File: src/rtl/pattern_gen_if.sv
`default_nettype none
// ============================================================================
// Module      : pattern_gen_if
// Description : Request / serial-stream bundle between a pattern_gen and
//               whoever drives it. The master side requests frames; the slave
//               side (pattern_gen) emits the serial stream and status flags.
//               The stop signal exists only with PATTERN_GEN_LOOP_EN.
// Revision    : 1.0 - initial release
// ============================================================================
interface pattern_gen_if #(
  parameter int WIDTH = 8
);
  logic             start;
  logic [WIDTH-1:0] pattern;
  logic [3:0]       len;
  logic [3:0]       reps;
`ifdef PATTERN_GEN_LOOP_EN
  logic             stop;
`endif
  logic             w;
  logic             busy;
  logic             done;
  logic             bit_valid;

`ifdef PATTERN_GEN_LOOP_EN
  modport master (output start, pattern, len, reps, stop,
                  input  w, busy, done, bit_valid);
  modport slave  (input  start, pattern, len, reps, stop,
                  output w, busy, done, bit_valid);
`else
  modport master (output start, pattern, len, reps,
                  input  w, busy, done, bit_valid);
  modport slave  (input  start, pattern, len, reps,
                  output w, busy, done, bit_valid);
`endif
endinterface
`default_nettype wire

File: src/rtl/pattern_gen.sv
`default_nettype none
// ============================================================================
// Module      : pattern_gen
// Description : Serial frame generator. On start (sampled in IDLE) it captures
//               pattern/len/reps and shifts the pattern out MSB first on w for
//               the effective length, repeating reps+1 times with GAP_CYCLES
//               idle-low cycles between frames, then pulses done.
//               Optional feature macro: PATTERN_GEN_LOOP_EN adds a stop input
//               and makes reps=4'hF repeat until stop.
// Revision    : 1.0 - initial release
// ============================================================================
module pattern_gen #(
  parameter int WIDTH      = 8,
  parameter int GAP_CYCLES = 2
) (
  input  wire logic     clk,
  input  wire logic     reset,
  pattern_gen_if.slave  bus
);

  localparam int CW = $clog2(WIDTH + 1);
  localparam int GW = (GAP_CYCLES > 1) ? $clog2(GAP_CYCLES) : 1;
  localparam logic [GW-1:0] c_GAP_LAST = GW'((GAP_CYCLES > 0) ? GAP_CYCLES - 1 : 0);

  typedef enum logic [1:0] {
    S_IDLE  = 2'd0,
    S_SHIFT = 2'd1,
    S_GAP   = 2'd2,
    S_DONE  = 2'd3
  } state_t;

  state_t           state_q, state_d;
  logic [WIDTH-1:0] shreg_q, shreg_d;
  logic [WIDTH-1:0] pat_q,   pat_d;
  logic [CW-1:0]    eff_q,   eff_d;
  logic [CW-1:0]    bits_q,  bits_d;   // bits still to send after the one on w
  logic [3:0]       reps_q,  reps_d;   // frames still to send after this one
  logic [GW-1:0]    gap_q,   gap_d;    // gap cycles left after the current one
  logic             w_q, w_d;
  logic             busy_q, busy_d;
  logic             done_q, done_d;
  logic             bv_q, bv_d;

  logic             load;              // start a frame from src/src_len
  logic [WIDTH-1:0] src;
  logic [CW-1:0]    src_len;
  logic             more_frames;
  logic             dec_reps;
  logic             gap_stop;

  // Effective frame length: len=0 or len beyond the register means full width
  function automatic logic [CW-1:0] eff_of(input logic [3:0] l);
    if (l == 4'd0 || int'(l) > WIDTH) return CW'(WIDTH);
    return CW'(l);
  endfunction

`ifdef PATTERN_GEN_LOOP_EN
  logic inf_q, inf_d;                  // reps=15 captured: run until stop
  logic stop_pend_q, stop_pend_d;      // stop seen during the current frame

  assign more_frames = inf_q ? !(stop_pend_q || bus.stop) : (reps_q != 4'd0);
  assign dec_reps    = !inf_q;
  assign gap_stop    = inf_q && bus.stop;

  // Loop-mode bookkeeping registers
  always_ff @(posedge clk or posedge reset) begin
    if (reset) begin
      inf_q       <= 1'b0;
      stop_pend_q <= 1'b0;
    end else begin
      inf_q       <= inf_d;
      stop_pend_q <= stop_pend_d;
    end
  end
`else
  assign more_frames = (reps_q != 4'd0);
  assign dec_reps    = 1'b1;
  assign gap_stop    = 1'b0;
`endif

  // State, datapath and registered outputs
  always_ff @(posedge clk or posedge reset) begin
    if (reset) begin
      state_q <= S_IDLE;
      shreg_q <= '0;
      pat_q   <= '0;
      eff_q   <= '0;
      bits_q  <= '0;
      reps_q  <= '0;
      gap_q   <= '0;
      w_q     <= 1'b0;
      busy_q  <= 1'b0;
      done_q  <= 1'b0;
      bv_q    <= 1'b0;
    end else begin
      state_q <= state_d;
      shreg_q <= shreg_d;
      pat_q   <= pat_d;
      eff_q   <= eff_d;
      bits_q  <= bits_d;
      reps_q  <= reps_d;
      gap_q   <= gap_d;
      w_q     <= w_d;
      busy_q  <= busy_d;
      done_q  <= done_d;
      bv_q    <= bv_d;
    end
  end

  // Next-state and next-output logic; outputs describe the coming cycle
  always_comb begin
    state_d = state_q;
    shreg_d = shreg_q;
    pat_d   = pat_q;
    eff_d   = eff_q;
    bits_d  = bits_q;
    reps_d  = reps_q;
    gap_d   = gap_q;
    w_d     = 1'b0;
    busy_d  = 1'b0;
    done_d  = 1'b0;
    bv_d    = 1'b0;
    load    = 1'b0;
    src     = pat_q;
    src_len = eff_q;
`ifdef PATTERN_GEN_LOOP_EN
    inf_d       = inf_q;
    stop_pend_d = stop_pend_q;
`endif

    case (state_q)
      S_IDLE: begin
        if (bus.start) begin
          pat_d   = bus.pattern;
          eff_d   = eff_of(bus.len);
          reps_d  = bus.reps;
          src     = bus.pattern;
          src_len = eff_of(bus.len);
          load    = 1'b1;
`ifdef PATTERN_GEN_LOOP_EN
          inf_d       = (bus.reps == 4'hF);
          stop_pend_d = 1'b0;
`endif
        end
      end
      S_SHIFT: begin
`ifdef PATTERN_GEN_LOOP_EN
        if (inf_q && bus.stop) stop_pend_d = 1'b1;
`endif
        if (bits_q != '0) begin
          w_d     = shreg_q[WIDTH-1];
          shreg_d = shreg_q << 1;
          bits_d  = bits_q - CW'(1);
          bv_d    = 1'b1;
          busy_d  = 1'b1;
        end else if (more_frames) begin
          if (dec_reps) reps_d = reps_q - 4'd1;
          if (GAP_CYCLES == 0) begin
            load = 1'b1;
          end else begin
            state_d = S_GAP;
            gap_d   = c_GAP_LAST;
            busy_d  = 1'b1;
          end
        end else begin
          state_d = S_DONE;
          done_d  = 1'b1;
        end
      end
      S_GAP: begin
        if (gap_stop) begin
          state_d = S_DONE;
          done_d  = 1'b1;
        end else if (gap_q != '0) begin
          gap_d  = gap_q - GW'(1);
          busy_d = 1'b1;
        end else begin
          load = 1'b1;
        end
      end
      S_DONE: begin
        state_d = S_IDLE;
      end
      default: begin
        state_d = S_IDLE;
      end
    endcase

    // Frame (re)load: first bit goes straight onto w, the rest into shreg
    if (load) begin
      state_d = S_SHIFT;
      w_d     = src[WIDTH-1];
      shreg_d = src << 1;
      bits_d  = src_len - CW'(1);
      bv_d    = 1'b1;
      busy_d  = 1'b1;
    end
  end

  assign bus.w         = w_q;
  assign bus.busy      = busy_q;
  assign bus.done      = done_q;
  assign bus.bit_valid = bv_q;

endmodule
`default_nettype wire

File: src/flat_wrapper.sv
// flat-port wrapper written by rule: the top's interface ports become plain ports
module pattern_gen_flat 
#(
  parameter int WIDTH      = 8,
  parameter int GAP_CYCLES = 2
)
  (clk, reset, bus_start, bus_pattern, bus_len, bus_reps, bus_w, bus_busy, bus_done, bus_bit_valid);
  pattern_gen_if #(.WIDTH(WIDTH)) bus_i ();
  input  wire logic clk;
  input  wire logic reset;
  input wire logic [$bits(bus_i.start)-1:0] bus_start;
  input wire logic [$bits(bus_i.pattern)-1:0] bus_pattern;
  input wire logic [$bits(bus_i.len)-1:0] bus_len;
  input wire logic [$bits(bus_i.reps)-1:0] bus_reps;
  output wire logic [$bits(bus_i.w)-1:0] bus_w;
  output wire logic [$bits(bus_i.busy)-1:0] bus_busy;
  output wire logic [$bits(bus_i.done)-1:0] bus_done;
  output wire logic [$bits(bus_i.bit_valid)-1:0] bus_bit_valid;
  assign bus_i.start = bus_start;
  assign bus_i.pattern = bus_pattern;
  assign bus_i.len = bus_len;
  assign bus_i.reps = bus_reps;
  assign bus_w = bus_i.w;
  assign bus_busy = bus_i.busy;
  assign bus_done = bus_i.done;
  assign bus_bit_valid = bus_i.bit_valid;
  pattern_gen #(.WIDTH(WIDTH), .GAP_CYCLES(GAP_CYCLES)) u_core (.clk(clk), .reset(reset), .bus(bus_i));
endmodule
File: config.mk
export PLATFORM = sky130hd
export DESIGN_NAME = pattern_gen_flat
export DESIGN_NICKNAME = d
export VERILOG_FILES = /design/src/rtl/pattern_gen_if.sv /design/src/rtl/pattern_gen.sv /design/src/flat_wrapper.sv
export SDC_FILE = /design/constraint.sdc
export NUM_CORES = 1
export LEC_CHECK = 0
export ABC_AREA = 1
export CAP_MARGIN = 20
export CORE_MARGIN = 5
export CORE_UTILIZATION = 24
export DETAILED_ROUTE_END_ITERATION = 10
export GPL_ROUTABILITY_DRIVEN = 0
export PLACE_DENSITY = 0.42
export SETUP_SLACK_MARGIN = 0.02
export SKIP_CTS_REPAIR_TIMING = 1
export SYNTH_ARGS = -nofsm -noshare
export SYNTH_HDL_FRONTEND = slang
export SYNTH_SLANG_ARGS = --single-unit
File: constraint.sdc
create_clock -name clk -period 6 [get_ports clk]
set_clock_uncertainty 0.1 [all_clocks]
set_input_delay 0.9 -clock clk [delete_from_list [all_inputs] [get_ports clk]]
set_output_delay 0.9 -clock clk [all_outputs]
set_load 0.03 [all_outputs]
Word level (Yosys, flattened, before mapping)
Index checks and enable logic that the tools add are counted.
- bits in registers: 35
- latch bits: 0
- memory bits (writable): 0
- bits in read-only memories: 0
- input port bits: 19
- output and inout port bits: 4
- logic and storage cells: 81
- memories kept: 0
- add/sub/neg operators: 4
- $mul: 0
- divide/modulo/power cells: 0
- $lt $le $gt $ge: 1
- equality and inequality tests: 7
- shift operators: 0
- mux-type cells: 44
- bitwise gates (word level): 0
- reduce and logical (&&, ||, !) cells: 14
- operators by type and width (kind ; count):
    two-way mux 4 bit ; 10
    two-way mux 8 bit ; 5
    two-way mux 1 bit ; 22
    subtractor 4 x 1 -> 4 bit, second input constant ; 3
    case mux 4 bit (2 select lines) ; 1
    nonzero test 2 bit ; 4
    nonzero test 4 bit ; 2
    case mux 1 bit (2 select lines) ; 3
    equality test 2 bit, second input constant ; 2
    > comparator 4 bit, second input constant ; 1
    zero test 4 bit ; 1
    two-way mux 2 bit ; 2
    inequality test 2 bit, second input constant ; 2
    case mux 2 bit (2 select lines) ; 1
    AND reduction 2 bit ; 2
    AND reduction 4 bit ; 1
    inequality test 3 x 2 -> 1 bit, second input constant ; 1
    AND reduction 3 bit ; 1
    nonzero test 3 bit ; 1
    equality test 2 x 1 -> 1 bit, second input constant ; 1
    zero test 2 bit ; 1
    inequality test 2 x 1 -> 1 bit, second input constant ; 1
    logical OR 1 bit ; 1
    subtractor 1 bit, second input constant ; 1

Depth between registers and ports, before layout
Gate-level depths: netlist of run 1.
- depth after elaboration: 10
- depth in mapped cells: 13
- mapped depth without buffers: 12

Worst setup path before layout of run 1
Ideal clock, no wire load.
- kind: input port to flip-flop
- start point: input port bus_start
- end point: register u_core.bits_q[2]
- library setup time: 0.127 ns
- data arrival time: 1.898 ns
- data required time: 5.773 ns
- setup slack: 3.875 ns
- stages: 10
- path buffers: 1
- cells stage by stage: nand2_2 -> o21ai_4 -> inv_1 -> buf_2 -> nand2_1 -> nand2_1 -> inv_1 -> ha_1 -> xnor2_1 -> o21ai_0
- word-level cells in the longest chain between the ends: 4
- elaborated cells on any way between the ends: 9
- those cells by class: add/sub: 1; mux: 5; reduce/logical: 3
- ends and longest elaborated chain (what ; line ; RTL):
    start: declaration ; flat_wrapper.sv:11 ; input wire logic [$bits(bus_i.start)-1:0] bus_start;
    two-way mux 4 bit or two-way mux 1 bit (tied branches) ; pattern_gen.sv:133 ; if (bus.start) begin
    two-way mux 4 bit or case mux 1 bit (2 select lines) (tied branches) ; -- ;
    subtractor 4 x 1 -> 4 bit or nonzero test 2 bit (tied branches) ; -- ;
    two-way mux 4 bit or AND reduction 2 bit (tied branches) ; -- ;
    end signal: assignment ; pattern_gen.sv:100 ; bits_q <= bits_d;
    end: declaration ; pattern_gen.sv:36 ; logic [CW-1:0] bits_q, bits_d;
Parallel ways exist; a longest one is shown, timed or not.
A chain may end at the register's enable or synchronous reset.

Final worst setup path of run 1
Same ends and word-level chain as after synthesis.

==> impl_metrics.py, run 1 <==
metrics = {
    "grt": {
        "antenna_found_initial": 0,
        "grt_pass1_vias": 1311,
        "grt_pass1_wl_mm": 6.292,
        "grt_usage_pct": 8.994,
        "grt_max_degree": 35,
        "grt-ovfl-total": 0,
    },
    "detailed_routing": {
        "viasPerCell": 4.029,
        "drc": 0,
        "met3_length_um": 148,
        "ant_nets": 0,
        "first_iter_violations": 54,
        "wl_met2_mm": 1.640,
        "wl_mm": 3.707,
        "first_pass_iters": 4,
        "drt-met1-wl_mm": 1.865,
        "avgRoutedWirePerCell_um": 10.94,
        "routed.top_layer": "met4",
        "vias": 1366,
    },
    "die": {
        "initial_core_util_pct": 24.32,
        "die_area_um2": 9032,
        "pin_count": 23,
        "die_w_um": 95.04,
        "die_y_um": 95.04,
        "num_rows": 31,
        "core-area_um2": 7137,
    },
    "clock_network": {
        "cts.sinks": 34,
        "cts_buffers": 5,
        "cts.htree.levels": 2,
        "cts.clk_slew.worst_paths_ps": 70,
        "insertion_delay_ps": 280,
        "cts_tree": "yes",
        "clk_path_buf_depth": 2,
        "cts-root-buf": "clkbuf_8",
    },
    "setup_path": {
        "slowest_stage": "inv_1",
        "critPathMaxStageDelay_ps": 430,
        "setup.worst_path.class": "in -> reg",
        "startpoint": "bus_start",
        "path_max_fanout": 20,
        "path_cells": "clkdlybuf4s50_1, nand2_2, o21ai_4, inv_1, nand2_1, nand2_1, inv_1, ha_1, xnor2_1, o21ai_0",
        "timing.rr.start": "u_core.state_q[0]",
        "start_kind": "primary input",
        "cp-end-kind": "flip-flop",
        "cp_data_required_time_ps": 6050,
        "cp.arrival_ps": 2850,
    },
    "outcome": {
        "status": "finished, final reports clean",
    },
    "placement": {
        "portBuffers": 22,
        "hpwl_mm": 2.747,
    },
    "worst_hold_path": {
        "hold_path_class": "reg -> reg",
        "min_from": "u_core.eff_q[0]",
    },
    "layout": {
        "layout-area-overhead-vs-synth_pct": 23.72,
        "utilization_pct": 30.08,
        "diodes": 0,
        "drive_gt1_share_pct": 5.000,
        "final_net_count": 264,
    },
    "yosys": {
        "netlist_area_um2": 1735,
        "avgSynthCellArea_um2": 8.072,
        "ys_ff_latch": 34,
        "synth_area_leaders": "dfrtp_1, nand2_1, inv_1",
        "netlist.area_leader.share_pct": 49.03,
        "yosysWarnings": 0,
        "synth_common_cells": "nand2_1, dfrtp_1, inv_1",
        "ys.flop_type": "dfrtp_1",
        "postSynth.asyncResetShare_pct": 100.0,
        "synthesis.nets": 240,
        "yosys.area.top_type": "dfrtp_1",
        "synth_edf_count": 0,
        "netlist_instances": 215,
        "yosysUniqueCellTypes": 26,
        "seq_area_frac_synth_pct": 49.03,
        "synth.most_common_cell": "nand2_1",
    },
    "timing": {
        "setup-tns-final_ps": 0,
        "rsz0062_at_grt": "false",
        "min_period_ps": 2804,
        "slew-limit-headroom_pct": 64.30,
        "drv_slew": 0,
        "worstMarginPinSlew_ps": 534.9,
        "max_freq_mhz": 356.6,
        "hold_viol_final": 0,
        "fin_crit_sh_pct": 46.73,
        "final-setup-viol-count": 0,
    },
    "power_and_ir_drop": {
        "powerDensity_nw_per_um2": 552.4,
        "vdd_ir_drop_max_v": 0.0001308,
        "leakagePower_nw": 1.055,
    },
    "flow_run": {
        "drv_cap": 0,
    },
}
==> final timing paths <==
kind | to | slack, ps | cells past startpoint
max in group asynchronous | u_core.bits_q[2] | 4570 | 3
worst min register to register | u_core.eff_q[0] | 380 | 2
worst min-delay path | u_core.eff_q[0] | 380 | 2
worst max-delay path | u_core.bits_q[2] | 3200 | 10
min in group asynchronous | u_core.shreg_q[4] | 910 | 3
worst max register to register | u_core.bits_q[2] | 3460 | 11
==> cell type report <==
class | count | area, µm²
clock buffer | 7 | 76.32
sequential | 34 | 850.8
timing repair buffer | 23 | 227.7
fill | 803 | 4990
multi-input combinational | 144 | 709.4
tap | 99 | 123.9
inverter | 31 | 128.9
clock inverter | 1 | 30.03
==> per-stage QoR <==
stage	std cells	area [µm²]	hold WS (ps)	power, W	setup WS [ps]
global route	339	2147	398.1	0.001311	2940
global placement	331	2041	366.9	0.0009940	2956
floorplan	215	1735	344.3	0.0008749	3875
finish	339	2147	384.7	0.001186	3196
CTS	339	2147	387.6	0.001200	3197
detailed placement	331	2041	369.0	0.0009886	2894
==> routing by layer <==
metal | track usage [%] | vias to the layer above
met4 | 3.245 | 0
met5 | 0 | -
li1 | - | 724
met3 | 2.289 | 5
met1 | 12.29 | 610
met2 | 13.74 | 27
==> cell usage in the layout, fill, tap and decap left out <==
cell / count
o21ai_4: 1
clkbuf_1: 2
clkdlybuf4s50_1: 22
bufinv_16: 1
o31ai_1: 1
a21oi_1: 1
inv_2: 1
clkinv_8: 1
clkbuf_8: 5
o21ai_2: 1
ha_1: 6
o211ai_1: 8
and2_1: 1
inv_1: 28
nand4_1: 1
nor2_1: 9
or2_1: 1
o221ai_1: 1
a22oi_1: 1
clkinv_1: 1
dfrtp_1: 34
o21ai_0: 13
xnor2_1: 1
nand2_1: 78
buf_4: 1
nand2_2: 1
nand3_1: 11
o21ai_1: 8
==> flip-flops by register name, summed over array words and instances, names as in the netlist <==
signal	cells
u_core.bits_q	4
u_core.bus.bit_valid	1
u_core.bus.busy	1
u_core.bus.done	1
u_core.bus.w	1
u_core.eff_q	4
u_core.gap_q	1
u_core.pat_q	8
u_core.reps_q	4
u_core.shreg_q	7
u_core.state_q	2
==> worst max-delay path, delay by kind of cell <==
| kind | cells | cell delay (ps) |
|---|---|---|
| xor gates and xnor gates | 1 | 140 |
| buffers and inverters | 3 | 890 |
| AOI/OAI and AO/OA | 2 | 240 |
| and+or+nand+nor | 3 | 500 |
| adders and majority gates | 1 | 180 |
==> power breakdown <==
group	switching, W	internal (W)
Sequential	0.0000451	0.000339
Clock	0.0000828	0.000124
Combinational	0.000387	0.000208
Total	0.000515	0.000671
==> cells by family (layout without fill, tap and decap cells) <==
family,Yosys count,after routing,synth area share [%]
fa+ha+maj,6,6,4.326
flops,34,34,49.03
buf+inv,37,62,10.09
simple gates,102,102,23.43
compound gates,35,35,12.62
xor+xnor,1,1,0.5048
No activity file was read; power rests on OpenSTA's default activity.
==> run 2: changes to the inputs <==
- PLACE_DENSITY: 0.42 -> 0.44
- clock period: 6 -> 2.33 ns (I/O delays scaled with it)
==> impl_metrics.py, run 2 (synthesized netlist as in run 1, its figures left out) <==
metrics = {
    "clock_network": {
        "cts.clk_slew.worst_paths_ps": 70,
        "clk_path_buf_depth": 2,
        "cts_tree": "yes",
        "cts_buffers": 5,
        "cts-root-buf": "clkbuf_8",
        "cts.htree.levels": 2,
        "insertion_delay_ps": 280,
        "cts.sinks": 34,
    },
    "detailed_routing": {
        "vias": 1354,
        "avgRoutedWirePerCell_um": 11.07,
        "first_pass_iters": 4,
        "first_iter_violations": 46,
        "viasPerCell": 3.948,
        "ant_nets": 0,
        "wl_mm": 3.797,
        "drc": 0,
    },
    "layout": {
        "final_common_cell": "nand2_1",
        "stdcell_count": 343,
        "drive_gt1_share_pct": 8.197,
        "reg_top3": "u_core.pat_q x8, u_core.shreg_q x7",
        "utilization_pct": 30.54,
        "diodes": 0,
        "final_net_count": 268,
        "layout_common_cells": "nand2_1, dfrtp_1, inv_1",
        "layout-area-overhead-vs-synth_pct": 25.59,
        "top_register": "u_core.pat_q",
        "largest_register_ffs": 8,
    },
    "die": {
        "pin_count": 23,
        "core-area_um2": 7137,
        "die_w_um": 95.04,
        "die_y_um": 95.04,
        "die_area_um2": 9032,
        "num_rows": 31,
        "initial_core_util_pct": 24.32,
    },
    "timing": {
        "setup_ws_ps": 226.2,
        "hold_viol_final": 0,
        "rsz0062_at_grt": "false",
        "fin_crit_sh_pct": 90.29,
        "max_freq_mhz": 475.3,
        "drv_slew": 0,
        "final-setup-viol-count": 0,
        "setup-tns-final_ps": 0,
        "slew-limit-headroom_pct": 69.65,
        "min_period_ps": 2104,
        "worstMarginPinSlew_ps": 455.2,
    },
    "power_and_ir_drop": {
        "power_w": 0.003098,
        "vdd_ir_drop_max_v": 0.0003321,
        "leakagePower_nw": 1.084,
        "powerDensity_nw_per_um2": 1421,
    },
    "worst_hold_path": {
        "hold_path_class": "in -> async",
    },
    "setup_path": {
        "start_kind": "flip-flop",
        "cp.arrival_ps": 2170,
        "path_max_fanout": 16,
        "setup.worst_path.class": "reg -> reg",
        "cp-end-kind": "flip-flop",
        "cp_data_required_time_ps": 2400,
    },
    "outcome": {
        "status": "finished, final reports clean",
    },
    "grt": {
        "grt_pass1_vias": 1404,
        "grt_pass1_wl_mm": 6.589,
        "grt_max_degree": 35,
        "grt-ovfl-total": 0,
        "antenna_found_initial": 0,
        "grt_usage_pct": 9.454,
    },
    "placement": {
        "dpl.cell_count": 335,
        "portBuffers": 22,
        "dp_slack_ps": 113.7,
        "hpwl_mm": 2.834,
    },
    "flow_run": {
        "drv_cap": 0,
    },
}
==> run 2: path summary, 6_finish.rpt <==
path	cells after the start	from	to	slack, ps
max in group asynchronous	3	reset	u_core.eff_q[1]	1440
worst min-delay path	3	reset	u_core.shreg_q[4]	360
worst max-delay path	9	u_core.state_q[1]	u_core.shreg_q[3]	230
worst min register to register	2	u_core.eff_q[0]	u_core.eff_q[0]	380
min in group clk	2	u_core.eff_q[0]	u_core.eff_q[0]	380
worst max register to register	9	u_core.state_q[1]	u_core.shreg_q[3]	230
==> run 2: layout make-up <==
type | count | area, µm²
inverter | 31 | 128.9
clock inverter | 3 | 40.04
tap | 99 | 123.9
fill | 789 | 4957
sequential | 34 | 850.8
timing repair buffer | 27 | 257.7
clock buffer | 5 | 68.82
multi-input combinational | 144 | 709.4
==> run 2: report_power, final <==
group	internal, W	switching [W]
clock network	0.000315	0.000218
registers	0.000872	0.000106
logic	0.000571	0.00102
total	0.00176	0.00134
==> run 2: layer usage <==
| layer | part of all wire [%] | GRT usage (%) | vias to the layer above | routed length (µm) |
|---|---|---|---|---|
| met5 | 0 | 0 | - | 0 |
| li1 | - | - | 732 | - |
| met2 | 47 | 15.09 | 15 | 1801 |
| met3 | 2.7 | 2.447 | 4 | 104 |
| met4 | 1.1 | 3.606 | 0 | 43 |
| met1 | 49 | 12.27 | 603 | 1848 |
==> run 2: critical path, cell delays in order, from the launching register on <==
cell      delay, ps
dfrtp_1         420
inv_1            80
ha_1            200
nand2_2         190
o21ai_4         130
o21ai_2         170
or2_1           350
clkinv_8        140
o211ai_1        120
o21ai_1          90
==> run 2: metrics by stage <==
| stage | cell area [µm²] | hold slack, ps |
|---|---|---|
| 2_1_floorplan | 1735 | 344.3 |
| 3_3_place_gp | 2071 | 375.0 |
| 3_5_place_dp | 2071 | 363.7 |
| 4_1_cts | 2180 | 376.2 |
| 5_1_grt | 2180 | 410.1 |
| 6_report | 2180 | 362.3 |
==> run 3: changes to the inputs <==
- ABC_AREA: 1 -> 0
==> impl_metrics.py, run 3 <==
metrics = {
    "setup_path": {
        "endpoint": "u_core.bits_q[3]",
        "start_kind": "flip-flop",
        "timing.rr.start": "u_core.state_q[1]",
        "timing.rr.end": "u_core.bits_q[3]",
        "cp_data_required_time_ps": 2400,
        "path_max_fanout": 8,
        "r2r_slack_ps": 180,
        "cp.arrival_ps": 2230,
        "cp-end-kind": "flip-flop",
        "rr_worst_depth": 7,
        "setup.worst_path.class": "reg -> reg",
        "startpoint": "u_core.state_q[1]",
    },
    "die": {
        "num_rows": 31,
        "die_y_um": 95.40,
        "initial_core_util_pct": 24.39,
        "core-area_um2": 7176,
        "pin_count": 23,
        "die_w_um": 95.40,
        "die_area_um2": 9101,
    },
    "placement": {
        "portBuffers": 22,
        "placedInstanceArea_um2": 2195,
        "dpl.cell_count": 296,
        "dp_slack_ps": -118.4,
        "hpwl_mm": 2.778,
    },
    "layout": {
        "reg_top3": "u_core.pat_q x8, u_core.shreg_q x7",
        "final_area_um2": 2376,
        "largest_register_ffs": 8,
        "fillCellCount": 721,
        "multi_input_area_um2": 862.1,
        "top_register": "u_core.pat_q",
        "final_common_cell": "dfrtp_1",
        "layout_common_cells": "dfrtp_1, clkdlybuf4s50_1, buf_4",
        "drive_gt1_share_pct": 24.15,
        "stdcell_count": 306,
        "layout-area-overhead-vs-synth_pct": 35.74,
        "seqCellArea_um2": 850.8,
        "final_net_count": 231,
        "diodes": 0,
    },
    "clock_network": {
        "cts-root-buf": "clkbuf_8",
        "insertion_delay_ps": 280,
        "cts_tree": "yes",
        "cts_buffers": 5,
        "cts.htree.levels": 2,
        "cts.clk_slew.worst_paths_ps": 70,
        "clk_path_buf_depth": 2,
        "cts.sinks": 34,
    },
    "power_and_ir_drop": {
        "netSwitchingPower_w": 0.001234,
        "comb_power_share_pct": 50.5,
        "clkPwrFrac_pct": 19.8,
        "p_int_w": 0.002181,
        "vdd_ir_drop_max_v": 0.0003044,
        "leakagePower_nw": 1.033,
        "swShare_pct": 36.13,
        "seqPwrFrac_pct": 29.6,
        "powerDensity_nw_per_um2": 1437,
    },
    "timing": {
        "drv_slew": 0,
        "max_freq_mhz": 464.3,
        "fin_crit_sh_pct": 92.44,
        "min_period_ps": 2154,
        "worstMarginPinSlew_ps": 446.7,
        "hold_viol_final": 0,
        "final-setup-viol-count": 0,
        "slew-limit-headroom_pct": 70.22,
        "setup_ws_ps": 176.2,
    },
    "grt": {
        "grt_max_degree": 35,
        "grt-ovfl-total": 0,
        "grt_pass1_wl_mm": 6.617,
        "grt_usage_pct": 9.567,
        "grt_pass1_vias": 1383,
        "antenna_found_initial": 0,
    },
    "yosys": {
        "netlist.area_leader.share_pct": 48.61,
        "yosysWarnings": 0,
        "synthesis.nets": 189,
        "seq_area_frac_synth_pct": 48.61,
        "postSynth.asyncResetShare_pct": 100.0,
        "synth_edf_count": 0,
        "netlist_area_um2": 1750,
        "yosysUniqueCellTypes": 45,
        "synth.most_common_cell": "dfrtp_1",
        "yosys.area.top_type": "dfrtp_1",
        "ys.flop_type": "dfrtp_1",
        "synth_common_cells": "dfrtp_1, nand2_1, o21ai_0",
        "netlist_instances": 164,
        "ys_ff_latch": 34,
        "synth_area_leaders": "dfrtp_1, mux2_2, mux2i_1",
        "avgSynthCellArea_um2": 10.67,
    },
    "detailed_routing": {
        "first_iter_violations": 32,
        "first_pass_iters": 4,
        "ant_nets": 0,
        "avgRoutedWirePerCell_um": 12.37,
        "vias": 1341,
        "viasPerCell": 4.382,
        "drc": 0,
        "wl_mm": 3.784,
    },
    "worst_hold_path": {
        "hold_path_class": "in -> async",
    },
    "outcome": {
        "status": "finished, final reports clean",
    },
    "flow_run": {
        "drv_cap": 0,
    },
}
## run 3: changes by cell type after synthesis, sizes merged, moves of 7 or more
cell,before,now
nand2,79,19
mux2i,0,8
o21ai,23,16
mux2,0,9
nand3,11,1
inv,29,9
o211ai,8,0
## run 3: stage by stage
step | util, % | TNS (ps) | hold slack (ps) | power [W]
floorplan | - | 0 | 349.1 | 0.002173
global placement | 30.58 | -186.5 | 360.7 | 0.002685
detailed placement | 30.58 | -294.6 | 370.8 | 0.002678
CTS | 32.57 | 0 | 374.9 | 0.003376
global route | 33.11 | -9.757 | 407.8 | 0.003729
finish | 33.11 | 0 | 362.6 | 0.003415
## run 3: cell type report
class | count | area share (%)
multi-input combinational | 115 | 36.28
sequential | 34 | 35.81
timing repair buffer | 41 | 15.27
tap | 99 | 5.213
clock buffer | 6 | 3.476
clock inverter | 2 | 2.528
inverter | 9 | 1.422
## run 3: worst max-delay path, stage by stage, from the launching register on
cell	delay [ps]
dfrtp_1	430
inv_2	70
ha_4	190
and4b_1	220
a2111oi_2	410
a22oi_1	130
mux2_1	320
o22a_1	180
## run 3: power groups by stage
stage                     clock (W)  combinational (W)  sequential (W)
after floorplan                   0            0.00112         0.00105
final                      0.000677            0.00173         0.00101
after CTS                  0.000701            0.00167         0.00101
after global routing       0.000727            0.00195         0.00105
after detailed placement          0            0.00166         0.00102
after global placement            0            0.00167         0.00102
## run 3: logic make-up (layout without fill, tap and decap cells)
| kind of cell | Yosys count | in the layout | synth area share (%) |
|---|---|---|---|
| buffers and inverters | 15 | 58 | 3.645 |
| adders and majority gates | 6 | 6 | 4.289 |
| muxes | 17 | 17 | 10.36 |
| AOI/OAI and AO/OA | 50 | 50 | 21.16 |
| and+or+nand+nor | 42 | 42 | 11.94 |
| DFF | 34 | 34 | 48.61 |
## run 3: worst min path at each step
stage               slack (ps)           endpoint  depth (start not counted)
finish                     360    u_core.pat_q[4]                          3
global route               410       u_core.bus.w                          3
CTS                        370    u_core.pat_q[7]                          3
detailed placement         370  u_core.shreg_q[6]                          2
global placement           360  u_core.shreg_q[6]                          2
floorplan                  350  u_core.shreg_q[2]                          2
## run 3: per-layer routing
metal	wire, µm	part of all wire (%)	track usage, %	up-vias
li1	-	-	-	678
met1	1739	46	11.18	644
met2	1868	49	16.33	13
met3	111	2.9	2.841	6
met4	65	1.7	3.910	0
met5	0	0	0	-
